### src/rtl/lz4_pkg.sv
// Shared LZ4 datapath constants: byte/word geometry and packer FSM state codes.
package lz4_pkg;

  localparam int unsigned BYTE_W     = 8;
  localparam int unsigned WORD_BYTES = 4;
  localparam int unsigned WORD_W     = BYTE_W * WORD_BYTES;
  localparam int unsigned ACC_BYTES  = 2 * WORD_BYTES;
  localparam int unsigned ACC_W      = BYTE_W * ACC_BYTES;

  localparam logic [1:0] ST_IDLE        = 2'd0;
  localparam logic [1:0] ST_PACK        = 2'd1;
  localparam logic [1:0] ST_FLUSH_DRAIN = 2'd2;
  localparam logic [1:0] ST_FLUSH_TAIL  = 2'd3;

endpackage

### src/rtl/byte_pack_merge.sv
// Accumulator update: optional one-word left shift, then insert 1 or 4 bytes
// starting at byte slot i_slot (slot 0 = bits [63:56]).
module byte_pack_merge
  import lz4_pkg::*;
#(
  parameter int unsigned CNT_W = 4
) (
  input  logic [ACC_W-1:0]  i_acc,
  input  logic              i_shift,
  input  logic [CNT_W-1:0]  i_slot,
  input  logic              i_byte_en,
  input  logic              i_dword_en,
  input  logic [BYTE_W-1:0] i_byte,
  input  logic [WORD_W-1:0] i_dword,
  output logic [ACC_W-1:0]  o_acc
);

  logic [ACC_W-1:0] w_shifted;

  always_comb begin
    w_shifted = i_shift ? {i_acc[WORD_W-1:0], WORD_W'(0)} : i_acc;
    o_acc     = w_shifted;
    for (int i = 0; i < int'(ACC_BYTES); i++) begin
      if (i_byte_en && (i_slot == CNT_W'(i))) begin
        o_acc[ACC_W-1-BYTE_W*i -: BYTE_W] = i_byte;
      end
      // dword byte k lands in lane slot+k, most significant byte first
      for (int k = 0; k < int'(WORD_BYTES); k++) begin
        if (i_dword_en && (CNT_W'(i) == (i_slot + CNT_W'(k)))) begin
          o_acc[ACC_W-1-BYTE_W*i -: BYTE_W] = i_dword[WORD_W-1-BYTE_W*k -: BYTE_W];
        end
      end
    end
  end

endmodule

### src/rtl/byte_packing.sv
// Packs a byte/dword output stream MSB-first into 32-bit FIFO words; flush
// drains, zero-pads the tail word and tags the final word.
module byte_packing
  import lz4_pkg::*;
#(
  parameter int unsigned CNT_W   = 4,
  parameter int unsigned TOTAL_W = 32
) (
  input  logic               clk,
  input  logic               rstN,
  input  logic               wr_byte_en,
  input  logic [BYTE_W-1:0]  byte_in,
  input  logic               wr_dword_en,
  input  logic [WORD_W-1:0]  dword_in,
  input  logic               flush,
  output logic               pack_busy,
  input  logic               fifo_full,
  output logic               fifo_wr_en,
  output logic [WORD_W-1:0]  fifo_wdata,
  output logic [2:0]         fifo_wbytes,
  output logic               fifo_wlast,
  output logic               flush_done,
  output logic [TOTAL_W-1:0] total_bytes,
  output logic               wr_err
);

  localparam logic [CNT_W-1:0] FULL_CNT = CNT_W'(WORD_BYTES);

  logic [1:0]         r_state;
  logic [ACC_W-1:0]   r_acc;
  logic [CNT_W-1:0]   r_fill_cnt;
  logic [TOTAL_W-1:0] r_total;
  logic               r_wr_err;

  logic [1:0]         w_state_nxt;
  logic [ACC_W-1:0]   w_acc_nxt;
  logic [ACC_W-1:0]   w_acc_merged;
  logic [CNT_W-1:0]   w_fill_nxt;
  logic [TOTAL_W-1:0] w_total_nxt;
  logic               w_wr_err_nxt;
  logic               w_tail;
  logic               w_busy;
  logic               w_emit;
  logic               w_tail_wr;
  logic               w_acc_byte;
  logic               w_acc_dword;
  logic               w_done;
  logic               w_last_full;
  logic [CNT_W-1:0]   w_slot;
  logic [WORD_W-1:0]  w_wdata;

  byte_pack_merge #(
    .CNT_W (CNT_W)
  ) u_merge (
    .i_acc      (r_acc),
    .i_shift    (w_emit),
    .i_slot     (w_slot),
    .i_byte_en  (w_acc_byte),
    .i_dword_en (w_acc_dword),
    .i_byte     (byte_in),
    .i_dword    (dword_in),
    .o_acc      (w_acc_merged)
  );

  always_ff @(posedge clk or negedge rstN) begin
    if (!rstN) begin
      r_state    <= ST_IDLE;
      r_acc      <= '0;
      r_fill_cnt <= '0;
      r_total    <= '0;
      r_wr_err   <= 1'b0;
    end else begin
      r_state    <= w_state_nxt;
      r_acc      <= w_acc_nxt;
      r_fill_cnt <= w_fill_nxt;
      r_total    <= w_total_nxt;
      r_wr_err   <= w_wr_err_nxt;
    end
  end

  always_comb begin
    w_state_nxt  = r_state;
    w_tail       = (r_state == ST_FLUSH_TAIL);
    w_busy       = (r_fill_cnt > FULL_CNT) || (r_state == ST_FLUSH_DRAIN) || w_tail;
    w_emit       = !w_tail && (r_fill_cnt >= FULL_CNT) && !fifo_full;
    w_tail_wr    = w_tail && !fifo_full;
    w_acc_byte   = wr_byte_en && !w_busy;
    w_acc_dword  = wr_dword_en && !wr_byte_en && !w_busy;
    w_slot       = w_emit ? (r_fill_cnt - FULL_CNT) : r_fill_cnt;
    w_done       = ((r_state == ST_FLUSH_DRAIN) && (r_fill_cnt == '0)) || w_tail_wr;
    w_last_full  = w_emit && (r_state == ST_FLUSH_DRAIN) && (r_fill_cnt == FULL_CNT);
    w_wr_err_nxt = r_wr_err || ((wr_byte_en || wr_dword_en) && w_busy)
                 || (wr_byte_en && wr_dword_en);

    w_fill_nxt  = r_fill_cnt;
    w_total_nxt = r_total;
    if (w_emit)      w_fill_nxt = w_fill_nxt - FULL_CNT;
    if (w_acc_byte)  w_fill_nxt = w_fill_nxt + CNT_W'(1);
    if (w_acc_dword) w_fill_nxt = w_fill_nxt + FULL_CNT;
    if (w_acc_byte)  w_total_nxt = r_total + TOTAL_W'(1);
    if (w_acc_dword) w_total_nxt = r_total + TOTAL_W'(WORD_BYTES);
    w_acc_nxt = w_acc_merged;
    if (w_done) begin
      w_fill_nxt  = '0;
      w_total_nxt = '0;
      w_acc_nxt   = '0;
    end

    case (r_state)
      ST_IDLE: begin
        if (flush)                          w_state_nxt = ST_FLUSH_DRAIN;
        else if (w_acc_byte || w_acc_dword) w_state_nxt = ST_PACK;
      end
      ST_PACK: begin
        if (flush) w_state_nxt = ST_FLUSH_DRAIN;
      end
      ST_FLUSH_DRAIN: begin
        if (r_fill_cnt == '0)          w_state_nxt = ST_IDLE;
        else if (r_fill_cnt < FULL_CNT) w_state_nxt = ST_FLUSH_TAIL;
      end
      ST_FLUSH_TAIL: begin
        if (!fifo_full) w_state_nxt = ST_IDLE;
      end
      default: w_state_nxt = ST_IDLE;
    endcase

    // tail word keeps only the fill_cnt leading bytes
    w_wdata = r_acc[ACC_W-1 -: WORD_W];
    if (w_tail) begin
      for (int k = 0; k < int'(WORD_BYTES); k++) begin
        if (CNT_W'(k) >= r_fill_cnt) w_wdata[WORD_W-1-BYTE_W*k -: BYTE_W] = '0;
      end
    end
  end

  assign pack_busy   = w_busy;
  assign fifo_wr_en  = w_emit || w_tail_wr;
  assign fifo_wdata  = w_wdata;
  assign fifo_wbytes = w_tail ? r_fill_cnt[2:0] : 3'(WORD_BYTES);
  assign fifo_wlast  = w_tail || w_last_full;
  assign flush_done  = w_done;
  assign total_bytes = r_total;
  assign wr_err      = r_wr_err;

endmodule

### config.mk
export PLATFORM = sky130hd
export DESIGN_NAME = byte_packing
export DESIGN_NICKNAME = d
export VERILOG_FILES = /design/src/rtl/lz4_pkg.sv /design/src/rtl/byte_pack_merge.sv /design/src/rtl/byte_packing.sv
export SDC_FILE = /design/constraint.sdc
export NUM_CORES = 1
export LEC_CHECK = 0
export ABC_AREA = 1
export CORE_MARGIN = 2
export CORE_UTILIZATION = 58
export CTS_BUF_LIST = sky130_fd_sc_hd__clkbuf_8
export DETAILED_ROUTE_END_ITERATION = 16
export DONT_BUFFER_PORTS = 1
export PLACE_DENSITY = 0.74
export SYNTH_ARGS = -nofsm -noshare
export SYNTH_HDL_FRONTEND = slang
export SYNTH_SLANG_ARGS = --single-unit
### constraint.sdc
create_clock -name clk -period 6.5 [get_ports clk]
set_input_delay 0.975 -clock clk [delete_from_list [all_inputs] [get_ports clk]]
set_output_delay 0.975 -clock clk [all_outputs]
set_load 0.03 [all_outputs]
# After elaboration in Yosys (flattened, before gate mapping)
# Index checks and enable logic that the tools add are counted.
op_classes:
  magnitude_cmp: 7
  n_addsub: 7
  muxes: 62
  reduce_logical: 80
  eq_ne: 43
op_table:
  columns: ["op", "n"]
  rows:
  - ["$mux 8", 44]
  - ["$mux 32", 4]
  - ["$mux 64", 2]
  - ["$eq 3x4->1 const A", 16]
  - ["$reduce_bool 7->1", 8]
  - ["$logic_and 1x1->1", 51]
  - ["$add 32x1->32 const B", 1]
  - ["$add 32x3->32 const B", 1]
  - ["$eq 2x4->1 const A", 8]
  - ["$eq 4x3->1 const B", 5]
  - ["$logic_not 4->1", 5]
  - ["$eq 1x4->1 const A", 4]
  - ["$mux 4", 4]
  - ["$mux 2", 6]
  - ["$logic_or 1x1->1", 9]
  - ["$add 4x2->4 const B", 2]
  - ["$eq 4x2->1 const B", 2]
  - ["$ge 1x4->1 const A", 2]
  - ["$ge 2x4->1 const A", 2]
  - ["$pmux 2 s4", 1]
  - ["$add 4x1->4 const B", 1]
  - ["$add 4x3->4 const B", 1]
  - ["$eq 2x2->1 const B", 2]
  - ["$eq 4x1->1 const B", 1]
  - ["13 further kinds", 17]
totals:
  out_inout_bits: 72
  wordCells: 211
  register_bits: 103

# Depth between registers and ports, before layout
logic_depth:
  depth_word: 13
  mapped_depth: 19

# Cells and area by module
# From an unflattened synthesis, not the netlist that was laid out.
unflattened:
  hier_cells: 1858
  hier_area_um2: 10385.0
modules_own_cells:
  columns: ["module", "seq_area_each_um2", "cells_per_inst", "area_each_um2", "instances"]
  rows:
  - ["byte_pack_merge", 0.0, 1163, 5216.3, 1]
  - ["byte_packing", 2577.5, 695, 5168.7, 1]

# Least setup slack after synthesis
# No wires, ideal clock.
synth_timing:
  path_kind: "input -> output"
  startpoint: "in fifo_full"
  endpoint: "out fifo_wlast"
  arrival_ps: 1951
  stages: 3
  setup_slack_ps: 3574
  path_cell_list: "nor2_4 > nand2_4 > o31ai_1"
synth_via:
  elab_chain_cells: 5
synth_rtl:
  columns: ["element", "line", "text"]
  rows:
  - ["start: declaration", "byte_packing.sv:17", "input logic fifo_full,"]
  - ["$logic_not 1->1", null, null]
  - ["$logic_and 1x1->1", "byte_packing.sv:85", "w_emit = !w_tail && (r_fill_cnt >= FULL_CNT) && !fifo_full;"]
  - ["$logic_and 1x1->1 (2 in series)", "byte_packing.sv:91", "w_last_full = w_emit && (r_state == ST_FLUSH_DRAIN) && (r_fill_cnt == FULL_CNT);"]
  - ["$logic_or 1x1->1", "byte_packing.sv:140", "assign fifo_wlast = w_tail || w_last_full;"]
  - ["end: declaration", "byte_packing.sv:21", "output logic fifo_wlast,"]
# No other way between the ends.

# Worst setup path after layout
layout_timing:
  startpoint: "reg r_fill_cnt[2]"
  endpoint: "out fifo_wdata[15]"
layout_via:
  elab_chain_cells: 3
layout_rtl:
  columns: ["element", "line", "text"]
  rows:
  - ["start: declaration", "byte_packing.sv:31", "logic [CNT_W-1:0] r_fill_cnt;"]
  - ["start signal: assignment", "byte_packing.sv:75", "r_fill_cnt <= w_fill_nxt;"]
  - ["$ge 2x4->1", "byte_packing.sv:131", "if (CNT_W'(k) >= r_fill_cnt) w_wdata[WORD_W-1-BYTE_W*k -: BYTE_W] = '0;"]
  - ["$mux 8", "byte_packing.sv:131", null]
  - ["$mux 32", "byte_packing.sv:129", "if (w_tail) begin"]
  - ["end: declaration", "byte_packing.sv:19", "output logic [WORD_W-1:0] fifo_wdata,"]
# No other way between the ends.

==> out/qor.yml <==
sta:
  rsz0062_at_grt: "no"
  relSlewSlack_pct: 25.1
  worst_pin_slew_ps: 1110
  fin_crit_ps: 3900
  drv_slew: 0
  setup_viol_count_final: 0
  fmax_mhz: 257
  finalHoldViolCount: 0
  fin_skew_ps: 13.6
  finalSetupTns_ps: 0
  holdWs_ps: 251
  fin_crit_sh_pct: 59.9
power:
  powerDensity_mw_per_mm2: 386
  clock_power_share_pct: 11.8
  power_leakage_nw: 5.18
  p_int_w: 0.00158
  power_frac_comb_pct: 62.3
  ir_drop_mv: 0.450
  power_switching_w: 0.00222
  switching_share_pct: 58.4
  pwr-share-seq_pct: 25.9
synth:
  netlist.top_cell.by_area: "dfrtp_1"
  synth_area_mm2: 0.00955
  yosysSeqAreaShare_pct: 27.0
  syn_inst: 1604
  ys_async_sr_fraction_pct: 100
  avgSynthCellArea_um2: 5.95
  synth_top_area_share_pct: 27.0
  synth_warnings: 0
  synth_edf_count: 0
  synth_nets: 1662
  ys_ff_latch: 103
  synthTopCellsByArea: "dfrtp_1 27%, nand2_1 23%, nand3_1 10%, inv_1 8.0%, o21ai_0 4.9%"
  synth_ff_type: "dfrtp_1"
  synth_cell_types: 47
global_route:
  grt_pass1_wl_um: 57500
  grt_usage_pct: 42.0
  grt_max_degree: 104
  antenna_found_initial: 0
  grt_pass1_vias: 10238
  overflow: 0
drt:
  num_vias: 10967
  viasPerCell: 6.11
  routed.top_layer: "met4"
  wl_met3_um: 4420
  drc: 0
  drt_iter0_drc: 1425
  m1WireLength_um: 14000
  wl_met2_um: 15800
  routedWlPerCell_um: 20.6
  routed_wl_um: 36900
  firstDrtPassIters: 9
  final_antenna_net_count: 0
floorplanning:
  initial_utilization_pct: 59.7
  num_rows: 46
  fp.dieArea_mm2: 0.0175
  die_height_um: 132
  die_w_um: 132
  ios: 118
  core_mm2: 0.0160
worst_setup_path:
  cp.required_ps: 5520
  end_kind: "primary output"
  r2r_slack_ps: 2630
  worstPathMaxFanout: 10
  critPathKind: "reg2out"
  arrival_ps: 2920
  start_kind: "flop"
layout:
  fin_util_pct: 61.5
  final_cell_mix: "592 x nand2_1, 204 x inv_1, 191 x nand3_1"
  antenna_cells: 0
  final_common_cell: "nand2_1"
  drive_gt1_share_pct: 7.03
  nNetsFinal: 1633
  syn2layout_area_growth_pct: 3.09
min_path:
  hold_path_class: "in2async"
cts:
  cts.clk_slew.worst_paths_ps: 120
  ctsRootBufferMaster: "clkbuf_8"
  clk_latency_ps: 410
  cts_setup_buffers: 0
  cts_buffers: 9
  clockBufferDepth: 2
  cts_tree: "yes"
  ctsHtreeMaxLevel: 3
  cts_resized: 0
  cts_sinks: 103
  cts_hold_buf: 0
placement:
  globalplace.congestion: 1.06
  place_hpwl_um: 26300
  io_buffers: 0
outcome:
  status: "completed"
job:
  drv_cap: 0
final cells by class:
class                   count  area, um^2
clock buffers               9         124
clock inverters             7        82.6
fillers                  1645        6150
well taps                 216         270
inverters                 229         863
multi-input cells        1228        5900
repair buffers              4        30.0
flip-flops and latches    103        2580
worst paths after layout:
kind / cells past startpoint / to / start
worst min register to register: 2 / r_acc[60] / r_acc[60]
worst min-delay path: 0 / r_acc[27] / rstN
min in group clk: 2 / r_acc[60] / r_acc[60]
max in group asynchronous: 0 / r_acc[54] / rstN
worst max register to register: 14 / r_acc[58] / r_fill_cnt[1]
worst max-delay path: 5 / fifo_wdata[15] / r_fill_cnt[2]
Yosys cell counts, types with 2 or more instances:
library cell / n
nand2_2: 22
inv_1: 203
o21ai_0: 94
o31ai_1: 2
o21a_1: 10
buf_4: 4
nand4_2: 4
nand2_4: 4
ha_1: 12
nand4_1: 66
nand3_4: 5
nand3b_1: 2
o2111ai_1: 3
a21oi_1: 31
o21ai_1: 9
nand2_1: 592
nor2_4: 10
clkinv_1: 8
nor2_2: 9
inv_2: 16
o22ai_1: 12
nand3_1: 191
buf_2: 24
nor3_1: 18
clkbuf_1: 14
a31oi_1: 2
nor2_1: 100
dfrtp_1: 103
nor4_1: 5
nand3_2: 12
sequential cells by signal (all words and copies together) (netlist names):
signal,count
r_acc,64
total_bytes,32
r_fill_cnt,4
r_state,2
wr_err,1
through the flow:
step	area [um^2]	setup WS, ps	cells	power (W)
floorplan	9550	3570	1604	0.00279
global placement	9640	2850	1780	0.00327
detailed placement	9640	2760	1780	0.00330
CTS	9850	2610	1796	0.00374
global route	9850	2390	1796	0.00404
finish	9850	2600	1796	0.00380
metal layers:
| layer | track usage (%) | vias up |
|---|---|---|
| met4 | 27.4 | 0 |
| met3 | 11.2 | 177 |
| li1 | - | 5113 |
| met1 | 52.6 | 4982 |
| met5 | 0 | - |
| met2 | 63.8 | 695 |
cells by family after synthesis:
| family | after synthesis | share of synthesized area (%) |
|---|---|---|
| AO/OA/AOI/OAI | 169 | 9.69 |
| XOR/XNOR | 1 | 0.288 |
| flip-flops | 103 | 27.0 |
| buffers and inverters | 273 | 11.3 |
| AND/OR/NAND/NOR | 1046 | 50.1 |
| adder cells (fa/ha/maj) | 12 | 1.57 |
worst max-delay path, cell delays in order, from the launching register on:
cell and delay (ps):
dfrtp_1 460, inv_1 180, ha_1 350, nand2_1 380, a21oi_1 800, nor2_1 340
power groups by stage:
stage          Sequential [W]  Combinational (W)  Clock (W)
2_1_floorplan        0.000944            0.00185          0
3_3_place_gp         0.000994            0.00228          0
3_5_place_dp         0.000990            0.00231          0
4_1_cts              0.000982            0.00231   0.000445
5_1_grt               0.00101            0.00257   0.000467
6_report             0.000987            0.00237   0.000448
Note: power is estimated with default switching activity, not from simulation.
